[src/rtl/dcache_mem_req_arbiter_pkg.sv]
// Shared types and constants for the D-cache memory request arbiter.
// Port indices identify the requesters: load miss, write buffer, AMO.
package dcache_arb_pkg;

  localparam int NUM_PORTS  = 3;
  localparam int TID_W      = 2;
  localparam int NUM_TIDS   = 1 << TID_W;
  localparam int ADDR_W     = 64;
  localparam int DATA_W     = 64;
  localparam int PORT_IDX_W = 2;

  typedef logic [TID_W-1:0]      tid_t;
  typedef logic [PORT_IDX_W-1:0] port_idx_t;

  typedef struct packed {
    logic      valid;
    port_idx_t owner;
  } owner_entry_t;

  typedef enum logic {
    LOCK_IDLE,
    LOCK_HOLD
  } lock_state_e;

  localparam port_idx_t LOAD_PORT = 2'd0;
  localparam port_idx_t WBUF_PORT = 2'd1;
  localparam port_idx_t AMO_PORT  = 2'd2;
  localparam port_idx_t LAST_PORT = port_idx_t'(NUM_PORTS - 1);

  function automatic port_idx_t next_port(input port_idx_t p);
    return (p == LAST_PORT) ? port_idx_t'(0) : port_idx_t'(p + 2'd1);
  endfunction

endpackage

[src/rtl/dcache_mem_req_arbiter_if.sv]
// Bundle of requester-side and memory-side signals around the arbiter.
// master = the arbiter itself, slave = requesters plus memory/NoC side.
interface dcache_mem_req_arbiter_if;
  import dcache_arb_pkg::*;

  logic [NUM_PORTS-1:0]        req_valid_i;
  logic [NUM_PORTS-1:0]        req_ready_o;
  logic [NUM_PORTS*ADDR_W-1:0] req_addr_i;
  logic [NUM_PORTS*DATA_W-1:0] req_wdata_i;
  logic [NUM_PORTS-1:0]        req_we_i;

  logic                        mem_req_valid_o;
  logic                        mem_req_ready_i;
  logic [ADDR_W-1:0]           mem_req_addr_o;
  logic [DATA_W-1:0]           mem_req_wdata_o;
  logic                        mem_req_we_o;
  logic [TID_W-1:0]            mem_req_tid_o;

  logic                        mem_rsp_valid_i;
  logic [TID_W-1:0]            mem_rsp_tid_i;
  logic [DATA_W-1:0]           mem_rsp_rdata_i;

  logic [NUM_PORTS-1:0]        rsp_valid_o;
  logic [DATA_W-1:0]           rsp_rdata_o;
  logic                        busy_o;
  logic                        err_o;
  logic [NUM_PORTS*32-1:0]     stall_cnt_o;

  modport master (
    input  req_valid_i, req_addr_i, req_wdata_i, req_we_i,
    input  mem_req_ready_i, mem_rsp_valid_i, mem_rsp_tid_i, mem_rsp_rdata_i,
    output req_ready_o, mem_req_valid_o, mem_req_addr_o, mem_req_wdata_o,
    output mem_req_we_o, mem_req_tid_o, rsp_valid_o, rsp_rdata_o,
    output busy_o, err_o, stall_cnt_o
  );

  modport slave (
    output req_valid_i, req_addr_i, req_wdata_i, req_we_i,
    output mem_req_ready_i, mem_rsp_valid_i, mem_rsp_tid_i, mem_rsp_rdata_i,
    input  req_ready_o, mem_req_valid_o, mem_req_addr_o, mem_req_wdata_o,
    input  mem_req_we_o, mem_req_tid_o, rsp_valid_o, rsp_rdata_o,
    input  busy_o, err_o, stall_cnt_o
  );

endinterface

[src/rtl/dcache_mem_req_arbiter_rr_arb_lock.sv]
// Round-robin arbiter with a lock input that freezes the current grant
// while a memory request waits for acceptance.
module rr_arb_lock
  import dcache_arb_pkg::*;
(
  input  logic                 clk_i,
  input  logic                 rst_ni,
  input  logic [NUM_PORTS-1:0] req_i,
  input  logic                 en_i,
  input  logic                 lock_i,
  input  logic                 advance_i,
  output logic [NUM_PORTS-1:0] gnt_o,
  output port_idx_t            gnt_idx_o
);

  localparam logic [NUM_PORTS-1:0] GNT_ONE = NUM_PORTS'(1);

  port_idx_t            ptr_q, ptr_d;
  logic [NUM_PORTS-1:0] gnt_q, gnt_d;
  port_idx_t            gnt_idx_q, gnt_idx_d;
  logic [NUM_PORTS-1:0] rr_gnt;
  port_idx_t            rr_idx;
  port_idx_t            cand;
  logic                 found;

  // Scan requesters starting at the pointer; first asserted one wins.
  always_comb begin
    found  = 1'b0;
    rr_idx = ptr_q;
    cand   = ptr_q;
    for (int i = 0; i < NUM_PORTS; i++) begin
      if (!found && req_i[cand]) begin
        found  = 1'b1;
        rr_idx = cand;
      end
      cand = next_port(cand);
    end
    rr_gnt = (found && en_i) ? (GNT_ONE << rr_idx) : '0;
  end

  always_comb begin
    gnt_o     = lock_i ? gnt_q : rr_gnt;
    gnt_idx_o = lock_i ? gnt_idx_q : rr_idx;
    gnt_d     = gnt_o;
    gnt_idx_d = gnt_idx_o;
  end

  always_comb begin
    ptr_d = advance_i ? next_port(gnt_idx_o) : ptr_q;
  end

  always_ff @(posedge clk_i or negedge rst_ni) begin
    if (!rst_ni) begin
      ptr_q     <= '0;
      gnt_q     <= '0;
      gnt_idx_q <= '0;
    end else begin
      ptr_q     <= ptr_d;
      gnt_q     <= gnt_d;
      gnt_idx_q <= gnt_idx_d;
    end
  end

endmodule

[src/rtl/dcache_mem_req_arbiter.sv]
// Shares the D-cache memory request port among requesters, allocates TIDs and
// routes responses by TID. Optional stall counters: define DCACHE_ARB_PERF_EN.
module dcache_mem_req_arbiter
  import dcache_arb_pkg::*;
(
  input  logic                     clk_i,
  input  logic                     rst_ni,
  dcache_mem_req_arbiter_if.master bus
);

  localparam logic [NUM_PORTS-1:0] PORT_ONE = NUM_PORTS'(1);

  lock_state_e          state_q, state_d;
  tid_t                 hold_tid_q, hold_tid_d;
  owner_entry_t         owner_q [NUM_TIDS];
  owner_entry_t         owner_d [NUM_TIDS];
  logic                 err_q, err_d;

  logic [NUM_PORTS-1:0] gnt;
  port_idx_t            gnt_idx;
  logic                 lock;
  logic                 tid_avail;
  tid_t                 alloc_tid;
  logic                 handshake;
  owner_entry_t         rsp_entry;
  logic                 rsp_hit;
  logic                 busy;

  // Lowest free TID from registered state, so a TID freed this cycle waits one cycle.
  always_comb begin
    tid_avail = 1'b0;
    alloc_tid = '0;
    for (int t = NUM_TIDS - 1; t >= 0; t--) begin
      if (!owner_q[t].valid) begin
        tid_avail = 1'b1;
        alloc_tid = tid_t'(t);
      end
    end
  end

  assign lock = (state_q == LOCK_HOLD);

  rr_arb_lock u_arb (
    .clk_i     (clk_i),
    .rst_ni    (rst_ni),
    .req_i     (bus.req_valid_i),
    .en_i      (tid_avail),
    .lock_i    (lock),
    .advance_i (handshake),
    .gnt_o     (gnt),
    .gnt_idx_o (gnt_idx)
  );

  always_ff @(posedge clk_i or negedge rst_ni) begin
    if (!rst_ni) begin
      state_q    <= LOCK_IDLE;
      hold_tid_q <= '0;
    end else begin
      state_q    <= state_d;
      hold_tid_q <= hold_tid_d;
    end
  end

  always_comb begin
    state_d    = state_q;
    hold_tid_d = hold_tid_q;
    case (state_q)
      LOCK_IDLE: begin
        hold_tid_d = alloc_tid;
        if (bus.mem_req_valid_o && !bus.mem_req_ready_i) state_d = LOCK_HOLD;
      end
      LOCK_HOLD: begin
        if (bus.mem_req_ready_i) state_d = LOCK_IDLE;
      end
      default: state_d = LOCK_IDLE;
    endcase
  end

  // Zero-latency mux of the granted port onto the memory request channel.
  always_comb begin
    bus.mem_req_valid_o = |gnt;
    bus.mem_req_tid_o   = lock ? hold_tid_q : alloc_tid;
    bus.mem_req_addr_o  = '0;
    bus.mem_req_wdata_o = '0;
    bus.mem_req_we_o    = 1'b0;
    for (int p = 0; p < NUM_PORTS; p++) begin
      if (gnt[p]) begin
        bus.mem_req_addr_o  = bus.req_addr_i[p*ADDR_W +: ADDR_W];
        bus.mem_req_wdata_o = bus.req_wdata_i[p*DATA_W +: DATA_W];
        bus.mem_req_we_o    = bus.req_we_i[p];
      end
    end
    handshake       = bus.mem_req_valid_o & bus.mem_req_ready_i;
    bus.req_ready_o = handshake ? gnt : '0;
  end

  // Allocation and release never collide: the allocated TID is always a free one.
  always_comb begin
    owner_d   = owner_q;
    err_d     = err_q;
    rsp_entry = owner_q[bus.mem_rsp_tid_i];
    rsp_hit   = bus.mem_rsp_valid_i & rsp_entry.valid;
    if (bus.mem_rsp_valid_i && !rsp_entry.valid) err_d = 1'b1;
    if (rsp_hit) owner_d[bus.mem_rsp_tid_i] = '0;
    if (handshake) owner_d[bus.mem_req_tid_o] = '{valid: 1'b1, owner: gnt_idx};
    bus.rsp_valid_o = rsp_hit ? (PORT_ONE << rsp_entry.owner) : '0;
    bus.rsp_rdata_o = bus.mem_rsp_rdata_i;
  end

  always_ff @(posedge clk_i or negedge rst_ni) begin
    if (!rst_ni) begin
      for (int t = 0; t < NUM_TIDS; t++) owner_q[t] <= '0;
      err_q <= 1'b0;
    end else begin
      for (int t = 0; t < NUM_TIDS; t++) owner_q[t] <= owner_d[t];
      err_q <= err_d;
    end
  end

  always_comb begin
    busy = 1'b0;
    for (int t = 0; t < NUM_TIDS; t++) busy = busy | owner_q[t].valid;
    bus.busy_o = busy;
    bus.err_o  = err_q;
  end

`ifdef DCACHE_ARB_PERF_EN
  logic [31:0] stall_cnt_q [NUM_PORTS];
  logic [31:0] stall_cnt_d [NUM_PORTS];

  // Saturating per-port count of cycles a request waited without acceptance.
  always_comb begin
    for (int p = 0; p < NUM_PORTS; p++) begin
      stall_cnt_d[p] = stall_cnt_q[p];
      if (bus.req_valid_i[p] && !bus.req_ready_o[p] && (stall_cnt_q[p] != 32'hFFFF_FFFF))
        stall_cnt_d[p] = stall_cnt_q[p] + 32'd1;
    end
  end

  always_comb begin
    for (int p = 0; p < NUM_PORTS; p++) bus.stall_cnt_o[p*32 +: 32] = stall_cnt_q[p];
  end

  always_ff @(posedge clk_i or negedge rst_ni) begin
    if (!rst_ni) begin
      for (int p = 0; p < NUM_PORTS; p++) stall_cnt_q[p] <= '0;
    end else begin
      for (int p = 0; p < NUM_PORTS; p++) stall_cnt_q[p] <= stall_cnt_d[p];
    end
  end
`else
  assign bus.stall_cnt_o = '0;
`endif

endmodule

[src/flat_wrapper.sv]
// flat-port wrapper written by rule: the top's interface ports become plain ports
module dcache_mem_req_arbiter_flat import dcache_arb_pkg::*;
  (clk_i, rst_ni, bus_req_valid_i, bus_req_addr_i, bus_req_wdata_i, bus_req_we_i, bus_mem_req_ready_i, bus_mem_rsp_valid_i, bus_mem_rsp_tid_i, bus_mem_rsp_rdata_i, bus_req_ready_o, bus_mem_req_valid_o, bus_mem_req_addr_o, bus_mem_req_wdata_o, bus_mem_req_we_o, bus_mem_req_tid_o, bus_rsp_valid_o, bus_rsp_rdata_o, bus_busy_o, bus_err_o, bus_stall_cnt_o);
  dcache_mem_req_arbiter_if bus_i ();
  input  logic clk_i;
  input  logic rst_ni;
  input wire logic [$bits(bus_i.req_valid_i)-1:0] bus_req_valid_i;
  input wire logic [$bits(bus_i.req_addr_i)-1:0] bus_req_addr_i;
  input wire logic [$bits(bus_i.req_wdata_i)-1:0] bus_req_wdata_i;
  input wire logic [$bits(bus_i.req_we_i)-1:0] bus_req_we_i;
  input wire logic [$bits(bus_i.mem_req_ready_i)-1:0] bus_mem_req_ready_i;
  input wire logic [$bits(bus_i.mem_rsp_valid_i)-1:0] bus_mem_rsp_valid_i;
  input wire logic [$bits(bus_i.mem_rsp_tid_i)-1:0] bus_mem_rsp_tid_i;
  input wire logic [$bits(bus_i.mem_rsp_rdata_i)-1:0] bus_mem_rsp_rdata_i;
  output wire logic [$bits(bus_i.req_ready_o)-1:0] bus_req_ready_o;
  output wire logic [$bits(bus_i.mem_req_valid_o)-1:0] bus_mem_req_valid_o;
  output wire logic [$bits(bus_i.mem_req_addr_o)-1:0] bus_mem_req_addr_o;
  output wire logic [$bits(bus_i.mem_req_wdata_o)-1:0] bus_mem_req_wdata_o;
  output wire logic [$bits(bus_i.mem_req_we_o)-1:0] bus_mem_req_we_o;
  output wire logic [$bits(bus_i.mem_req_tid_o)-1:0] bus_mem_req_tid_o;
  output wire logic [$bits(bus_i.rsp_valid_o)-1:0] bus_rsp_valid_o;
  output wire logic [$bits(bus_i.rsp_rdata_o)-1:0] bus_rsp_rdata_o;
  output wire logic [$bits(bus_i.busy_o)-1:0] bus_busy_o;
  output wire logic [$bits(bus_i.err_o)-1:0] bus_err_o;
  output wire logic [$bits(bus_i.stall_cnt_o)-1:0] bus_stall_cnt_o;
  assign bus_i.req_valid_i = bus_req_valid_i;
  assign bus_i.req_addr_i = bus_req_addr_i;
  assign bus_i.req_wdata_i = bus_req_wdata_i;
  assign bus_i.req_we_i = bus_req_we_i;
  assign bus_i.mem_req_ready_i = bus_mem_req_ready_i;
  assign bus_i.mem_rsp_valid_i = bus_mem_rsp_valid_i;
  assign bus_i.mem_rsp_tid_i = bus_mem_rsp_tid_i;
  assign bus_i.mem_rsp_rdata_i = bus_mem_rsp_rdata_i;
  assign bus_req_ready_o = bus_i.req_ready_o;
  assign bus_mem_req_valid_o = bus_i.mem_req_valid_o;
  assign bus_mem_req_addr_o = bus_i.mem_req_addr_o;
  assign bus_mem_req_wdata_o = bus_i.mem_req_wdata_o;
  assign bus_mem_req_we_o = bus_i.mem_req_we_o;
  assign bus_mem_req_tid_o = bus_i.mem_req_tid_o;
  assign bus_rsp_valid_o = bus_i.rsp_valid_o;
  assign bus_rsp_rdata_o = bus_i.rsp_rdata_o;
  assign bus_busy_o = bus_i.busy_o;
  assign bus_err_o = bus_i.err_o;
  assign bus_stall_cnt_o = bus_i.stall_cnt_o;
  dcache_mem_req_arbiter u_core (.clk_i(clk_i), .rst_ni(rst_ni), .bus(bus_i));
endmodule
[config.mk]
export PLATFORM = sky130hd
export DESIGN_NAME = dcache_mem_req_arbiter_flat
export DESIGN_NICKNAME = d
export VERILOG_FILES = /design/src/rtl/dcache_mem_req_arbiter_pkg.sv /design/src/rtl/dcache_mem_req_arbiter_if.sv /design/src/rtl/dcache_mem_req_arbiter_rr_arb_lock.sv /design/src/rtl/dcache_mem_req_arbiter.sv /design/src/flat_wrapper.sv
export SDC_FILE = /design/constraint.sdc
export NUM_CORES = 1
export LEC_CHECK = 0
export CORE_AREA = 2 2 294 296
export DETAILED_ROUTE_END_ITERATION = 7
export DIE_AREA = 0 0 296 298
export GPL_TIMING_DRIVEN = 0
export MAX_ROUTING_LAYER = met4
export PLACE_DENSITY = 0.37
export SLEW_MARGIN = 20
export SYNTH_ARGS = -nofsm -noshare
export SYNTH_HDL_FRONTEND = slang
export SYNTH_SLANG_ARGS = --single-unit
[constraint.sdc]
create_clock -name clk_i -period 5.05 [get_ports clk_i]
set_clock_uncertainty 0.2 [all_clocks]
set_input_delay 1.515 -clock clk_i [delete_from_list [all_inputs] [get_ports clk_i]]
set_output_delay 1.515 -clock clk_i [all_outputs]
set_load 0.03 [all_outputs]
# ---- After elaboration in Yosys (flattened, before gate mapping)
# Cells that the tools add are included.
dict set report op_classes {
  add_sub_neg 3
  n_lt_le_gt_ge 7
  eq_ne 3
  shift 2
  n_mux 50
  n_bitwise 10
  n_reduce_logical 12
}
# op n
set op_table {}
lappend op_table {{64-bit 2-to-1 mux} 6}
lappend op_table {{12-bit 2-to-1 mux} 2}
lappend op_table {{3-bit 2-to-1 mux} 8}
lappend op_table {{2-bit 2-to-1 mux} 11}
lappend op_table {{1-bit 2-to-1 mux} 15}
lappend op_table {{12-bit AND} 1}
lappend op_table {{12-bit bitwise mux} 1}
lappend op_table {{3-bit demux with 2-bit select} 2}
lappend op_table {{12-bit inverter} 1}
lappend op_table {{2-bit by 3-bit < comparator with 1-bit output (second input constant)} 3}
lappend op_table {{1-bit logical AND} 7}
lappend op_table {{2-bit by 1-bit adder with 2-bit output (second input constant)} 3}
lappend op_table {{1-bit binary-select mux with 2-bit select} 3}
lappend op_table {{3-bit binary-select mux with 2-bit select} 1}
lappend op_table {{2-bit == test (second input constant)} 3}
lappend op_table {{3-bit greater-or-equal comparator (second input constant)} 2}
lappend op_table {{3-bit by 1-bit < comparator with 1-bit output (second input constant)} 2}
lappend op_table {{2-bit inverter with 3-bit output} 2}
lappend op_table {{1-bit by 2-bit left shift with 3-bit output (first input constant)} 2}
lappend op_table {{1-bit zero test} 4}
lappend op_table {{1-bit OR} 3}
lappend op_table {{3-bit OR reduction} 1}
lappend op_table {{1-bit AND} 2}
lappend op_table {{1-bit case mux with 2 select lines} 1}
lappend op_table {{1-bit inverter} 1}
dict set report word_totals {
  reg_bits 23
  input_bits 460
  output_inout_bits 300
  word_cells 101
}

# ---- Logic depth before layout (Yosys ltp)
dict set report depth {
  ltp_word 16
  ltp_mapped 9
  mapped_depth_nobuf 7
}

# ---- Cells and area by module
# From an unflattened synthesis, not the netlist that was laid out.
dict set report unflattened {
  cells_unflattened 729
  area_unflattened_um2 4794.6
}
# module n_inst cells_each area_per_inst_um2 seq_area_each_um2
set modules_own_cells {}
lappend modules_own_cells {dcache_mem_req_arbiter 1 688 4388.0 400.4}
lappend modules_own_cells {rr_arb_lock 1 41 406.6 175.2}

# ---- Worst setup path before layout
# No wires, ideal clock.
dict set report synth_path {
  kind {input-to-output}
  startpoint {input port bus_req_valid_i[2]}
  endpoint {output port bus_mem_req_addr_o[57]}
  arrival_ns 3.355
  required_ns 3.335
  setup_slack_ns -0.020
  cell_stages 9
  n_path_buf 3
  cell_sequence {a21boi_1 -> or3_1 -> nand4_1 -> o31a_1 -> buf_2 -> buf_4 -> clkbuf_1 -> nor2_1 -> a31oi_1}
}
dict set report synth_between {
  elab_chain_cells 15
  word_cells_on_any_way 22
  cone_classes {1 x shift; 16 x mux; 5 x reduce/logical}
}
# element line_no
set synth_rtl {}
lappend synth_rtl {{from (decl)} flat_wrapper.sv:7} ;# input wire logic [$bits(bus_i.req_valid_i)-1:0] bus_req_valid_i;
lappend synth_rtl {{1-bit binary-select mux with 2-bit select} dcache_mem_req_arbiter_rr_arb_lock.sv:32} ;# if (!found && req_i[cand]) begin
lappend synth_rtl {{1-bit 2-to-1 mux (not written as such)} dcache_mem_req_arbiter_rr_arb_lock.sv:32}
lappend synth_rtl {{1-bit 2-to-1 mux} dcache_mem_req_arbiter_rr_arb_lock.sv:32}
lappend synth_rtl {{1-bit zero test} dcache_mem_req_arbiter_rr_arb_lock.sv:32}
lappend synth_rtl {{1-bit logical AND} dcache_mem_req_arbiter_rr_arb_lock.sv:32}
lappend synth_rtl {{1-bit 2-to-1 mux} dcache_mem_req_arbiter_rr_arb_lock.sv:32}
lappend synth_rtl {{1-bit zero test} dcache_mem_req_arbiter_rr_arb_lock.sv:32}
lappend synth_rtl {{1-bit logical AND} dcache_mem_req_arbiter_rr_arb_lock.sv:32}
lappend synth_rtl {{2-bit 2-to-1 mux or 1-bit 2-to-1 mux (tied branches)} dcache_mem_req_arbiter_rr_arb_lock.sv:32}
lappend synth_rtl {{1-bit by 2-bit left shift with 3-bit output or 1-bit logical AND (tied branches)} dcache_mem_req_arbiter_rr_arb_lock.sv:38} ;# rr_gnt = (found && en_i) ? (GNT_ONE << rr_idx) : '0;
lappend synth_rtl {{3-bit 2-to-1 mux *} dcache_mem_req_arbiter_rr_arb_lock.sv:38}
lappend synth_rtl {{3-bit 2-to-1 mux *} dcache_mem_req_arbiter_rr_arb_lock.sv:42} ;# gnt_o = lock_i ? gnt_q : rr_gnt;
lappend synth_rtl {{64-bit 2-to-1 mux (2 in series)} dcache_mem_req_arbiter.sv:87} ;# if (gnt[p]) begin
lappend synth_rtl {{64-bit 2-to-1 mux *} dcache_mem_req_arbiter.sv:87}
lappend synth_rtl {{to (decl)} flat_wrapper.sv:17} ;# output wire logic [$bits(bus_i.mem_req_addr_o)-1:0] bus_mem_req_addr_o;
# Every way passes the cells marked *; elsewhere a longest branch is shown, timed or not. The select of a mux whose other input is x is not followed.

# ---- Final worst setup path
dict set report layout_path {
  startpoint {input port bus_req_valid_i[1]}
  endpoint {output port bus_mem_req_addr_o[60]}
}
# The elaborated chain is that of the path after synthesis.

==> reports/metrics.cfg <==
[timing]
fmax_mhz = 189.1
min_period_over_period_pct = 104.7
setup_viol = 128
finalHoldViolations = 0
rsz0062_at_grt = yes
hold_ws_ns = 0.3006
worst_slack_ns = -0.2396
tns_ns = -17.45
min_period_ns = 5.290
worstMarginPinSlew_ns = 0.6266
slew_headroom_pct = 58.14
drv_slew = 0

[yosys]
synth_area_per_cell_um2 = 5.945
synth_top_area_cell = buf_4
synth.area.top_cells = buf_4 (23%), a31oi_1 (15%), nand3_1 (13%)
synth.cell_area_um2 = 5214
yosys_warnings = 0
synthFlopType = dfrtp_1
synth-async-reset-ratio_pct = 100.0
yosys_register_bits = 23
synth-edff-count = 0
netlist_instances = 877
ys_seq_area_share_pct = 11.04
yosys.area.top_type_share_pct = 23.33
ys_types = 42

[placed_design]
finalWeightedCongestion = 0.8813
io_buffer_count = 597
placement.cell_area_um2 = 13140
dp_cells = 2713
hpwl_mm = 47.27
dp_slack_ns = -2.443

[floorplanning]
die_h_um = 298
core_area_um2 = 84880
dieArea_um2 = 88210
top_level_ports = 760
num_rows = 107
die_width_um = 296
start_util_pct = 6.143

[worst_setup_path]
r2r_slack_ns = 2.50
path_class = input port to output pin
cpMaxStageDelayCell = o31a_1
max_stage_delay_ns = 0.33
critPathRequiredTime_ns = 3.34
path_cells = buf_8 -> nor2b_4 -> a2bb2oi_2 -> nand4_1 -> o31a_1 -> buf_12 -> buf_16 -> buf_16 -> clkbuf_16 -> a31oi_4 -> buf_6
worstPathArrival_ns = 3.57
startpoint = bus_req_valid_i[1]
cp-end-kind = output pin
cpMostUsedCell = buf_16
r2r-start = u_core.u_arb.ptr_q[1]
cp_max_fo = 8
reg2regPathDepth = 9
startpoint_type = input port

[cells_and_area]
finish.instance_area_um2 = 19080
layout-drive-gt1-share_pct = 48.69
final_cell_mix = clkdlybuf4s50_1 (457), buf_4 (220), buf_6 (106), conb_1 (96), nor2_1 (89)
area_growth_syn_to_layout_pct = 266.0
nets = 2139
layout_commonest_cell = clkdlybuf4s50_1
final_cells = 2830

[detailed_routing]
vias = 9657
drtIter0Drc = 313
routed_wl_mm = 65.47
ant_nets = 0
avgRoutedWirePerCell_um = 23.13
drt_first_pass_iters = 5
viasPerCell = 3.412
drc = 0

[hold_path]
holdCritPathClass = flop to flop
worstHoldStart = u_core.bus.err_o
holdPathStages = 1

[global_routing]
gr-total-overflow = 0
grt_first_pass_wirelength_mm = 83.02
track_usage_pct = 13.91
grt_max_degree = 24
grt_pass1_vias = 10480
antenna_found_initial = 11

[cts]
postCtsHoldBufs = 0
insertion_delay_ns = 0.26
clkTransAtPathRegs_ns = 0.06
cts_root_buf = clkbuf_16
cts_max_level = 1
cts_made_buffers = 3
ctsLongestPathBuffers = 2
cts_tree = yes
clock-sinks = 23

[status]
status = finished, violations left
violations = negative setup slack

[power]
peakVddDrop_uv = 415.6
p_per_area_nw_per_um2 = 653.3
p_leak_nw = 7.469

[flow_run]
cap_violations = 0

## worst max-delay path: cells and delay by family
family | cells | cell delay [ns]
AOI/OAI and AO/OA | 3 | 0.76
buffers and inverters | 6 | 0.97
and+or+nand+nor | 2 | 0.26
## final timing paths
path	end
min in group asynchronous	u_core.owner_q[8]
hold reg to reg	u_core.bus.err_o
hold / removal	u_core.bus.err_o
setup / recovery	bus_mem_req_addr_o[60]
setup reg to reg	u_core.u_arb.ptr_q[1]
max in group asynchronous	u_core.owner_q[3]
## registers in the layout, summed over array words and instances, names as in the netlist
| name | cells |
|---|---|
| u_core.owner_q | 12 |
| u_core.u_arb.gnt_idx_q | 2 |
| u_core.bus.err_o | 1 |
| u_core.u_arb.gnt_q | 3 |
| u_core.hold_tid_q | 2 |
| u_core.u_arb.ptr_q | 2 |
| u_core.lock | 1 |
## stage by stage
| step | util [%] | power, mW |
|---|---|---|
| 3_5_place_dp | 15.48 | 7.529 |
| 3_3_place_gp | 15.47 | 7.549 |
| 2_1_floorplan | - | 4.135 |
| 4_1_cts | 20.74 | 11.47 |
| 6_report | 22.48 | 12.47 |
| 5_1_grt | 22.48 | 13.00 |
## cell usage after synthesis, types with 3 or more instances
cell / instances
a31oi_1: 129
nor3b_1: 4
o21ai_0: 5
a21o_1: 3
dfrtp_1: 23
buf_4: 162
nor2_1: 135
nor3_1: 4
clkbuf_1: 43
mux4_2: 3
inv_1: 12
nand4_1: 3
nand3_1: 132
mux2i_1: 10
buf_2: 29
nand2_1: 149
## layout make-up
type                    instances  area (um^2)
diodes                          8        20.02
plain buffers                 229         2595
clock inverters                 1        5.005
clock buffers                   3        75.07
multi-input cells             702         6364
repair buffers                707         7951
well taps                    1144         1431
fillers                      9351        65800
inverters                      13        65.06
flip-flops and latches         23        575.6
## per-layer routing
metal  vias to the layer above  part of all wire (%)  track usage (%)
met4                         0                   3.8            4.233
met2                       550                    49            24.18
li1                       4415                     -                -
met5                         -                     0                -
met1                      4611                    40            15.42
met3                        81                   7.6            3.685
## power by group
part / internal, mW / total [mW] / switching [mW]
registers: 0.261 / 0.336 / 0.0748
clock network: 0.107 / 0.172 / 0.0657
logic: 5.47 / 12.0 / 6.48
## what timing repair did
action                     4_1_cts  5_1_grt
pin swaps                      179      104
cloned                          32       14
gates resized for setup       1638      238
setup endpoints to repair      136      131
buffers inserted                57       16
## cells by family after synthesis
family          after synthesis  share of synthesized area (%)
buf+inv                     247                          30.14
flops                        23                          11.04
simple gates                438                          35.88
other cells                   1                        0.07193
mux                          14                          3.432
compound gates              154                          19.44
Note: power is estimated with default switching activity, not from simulation.
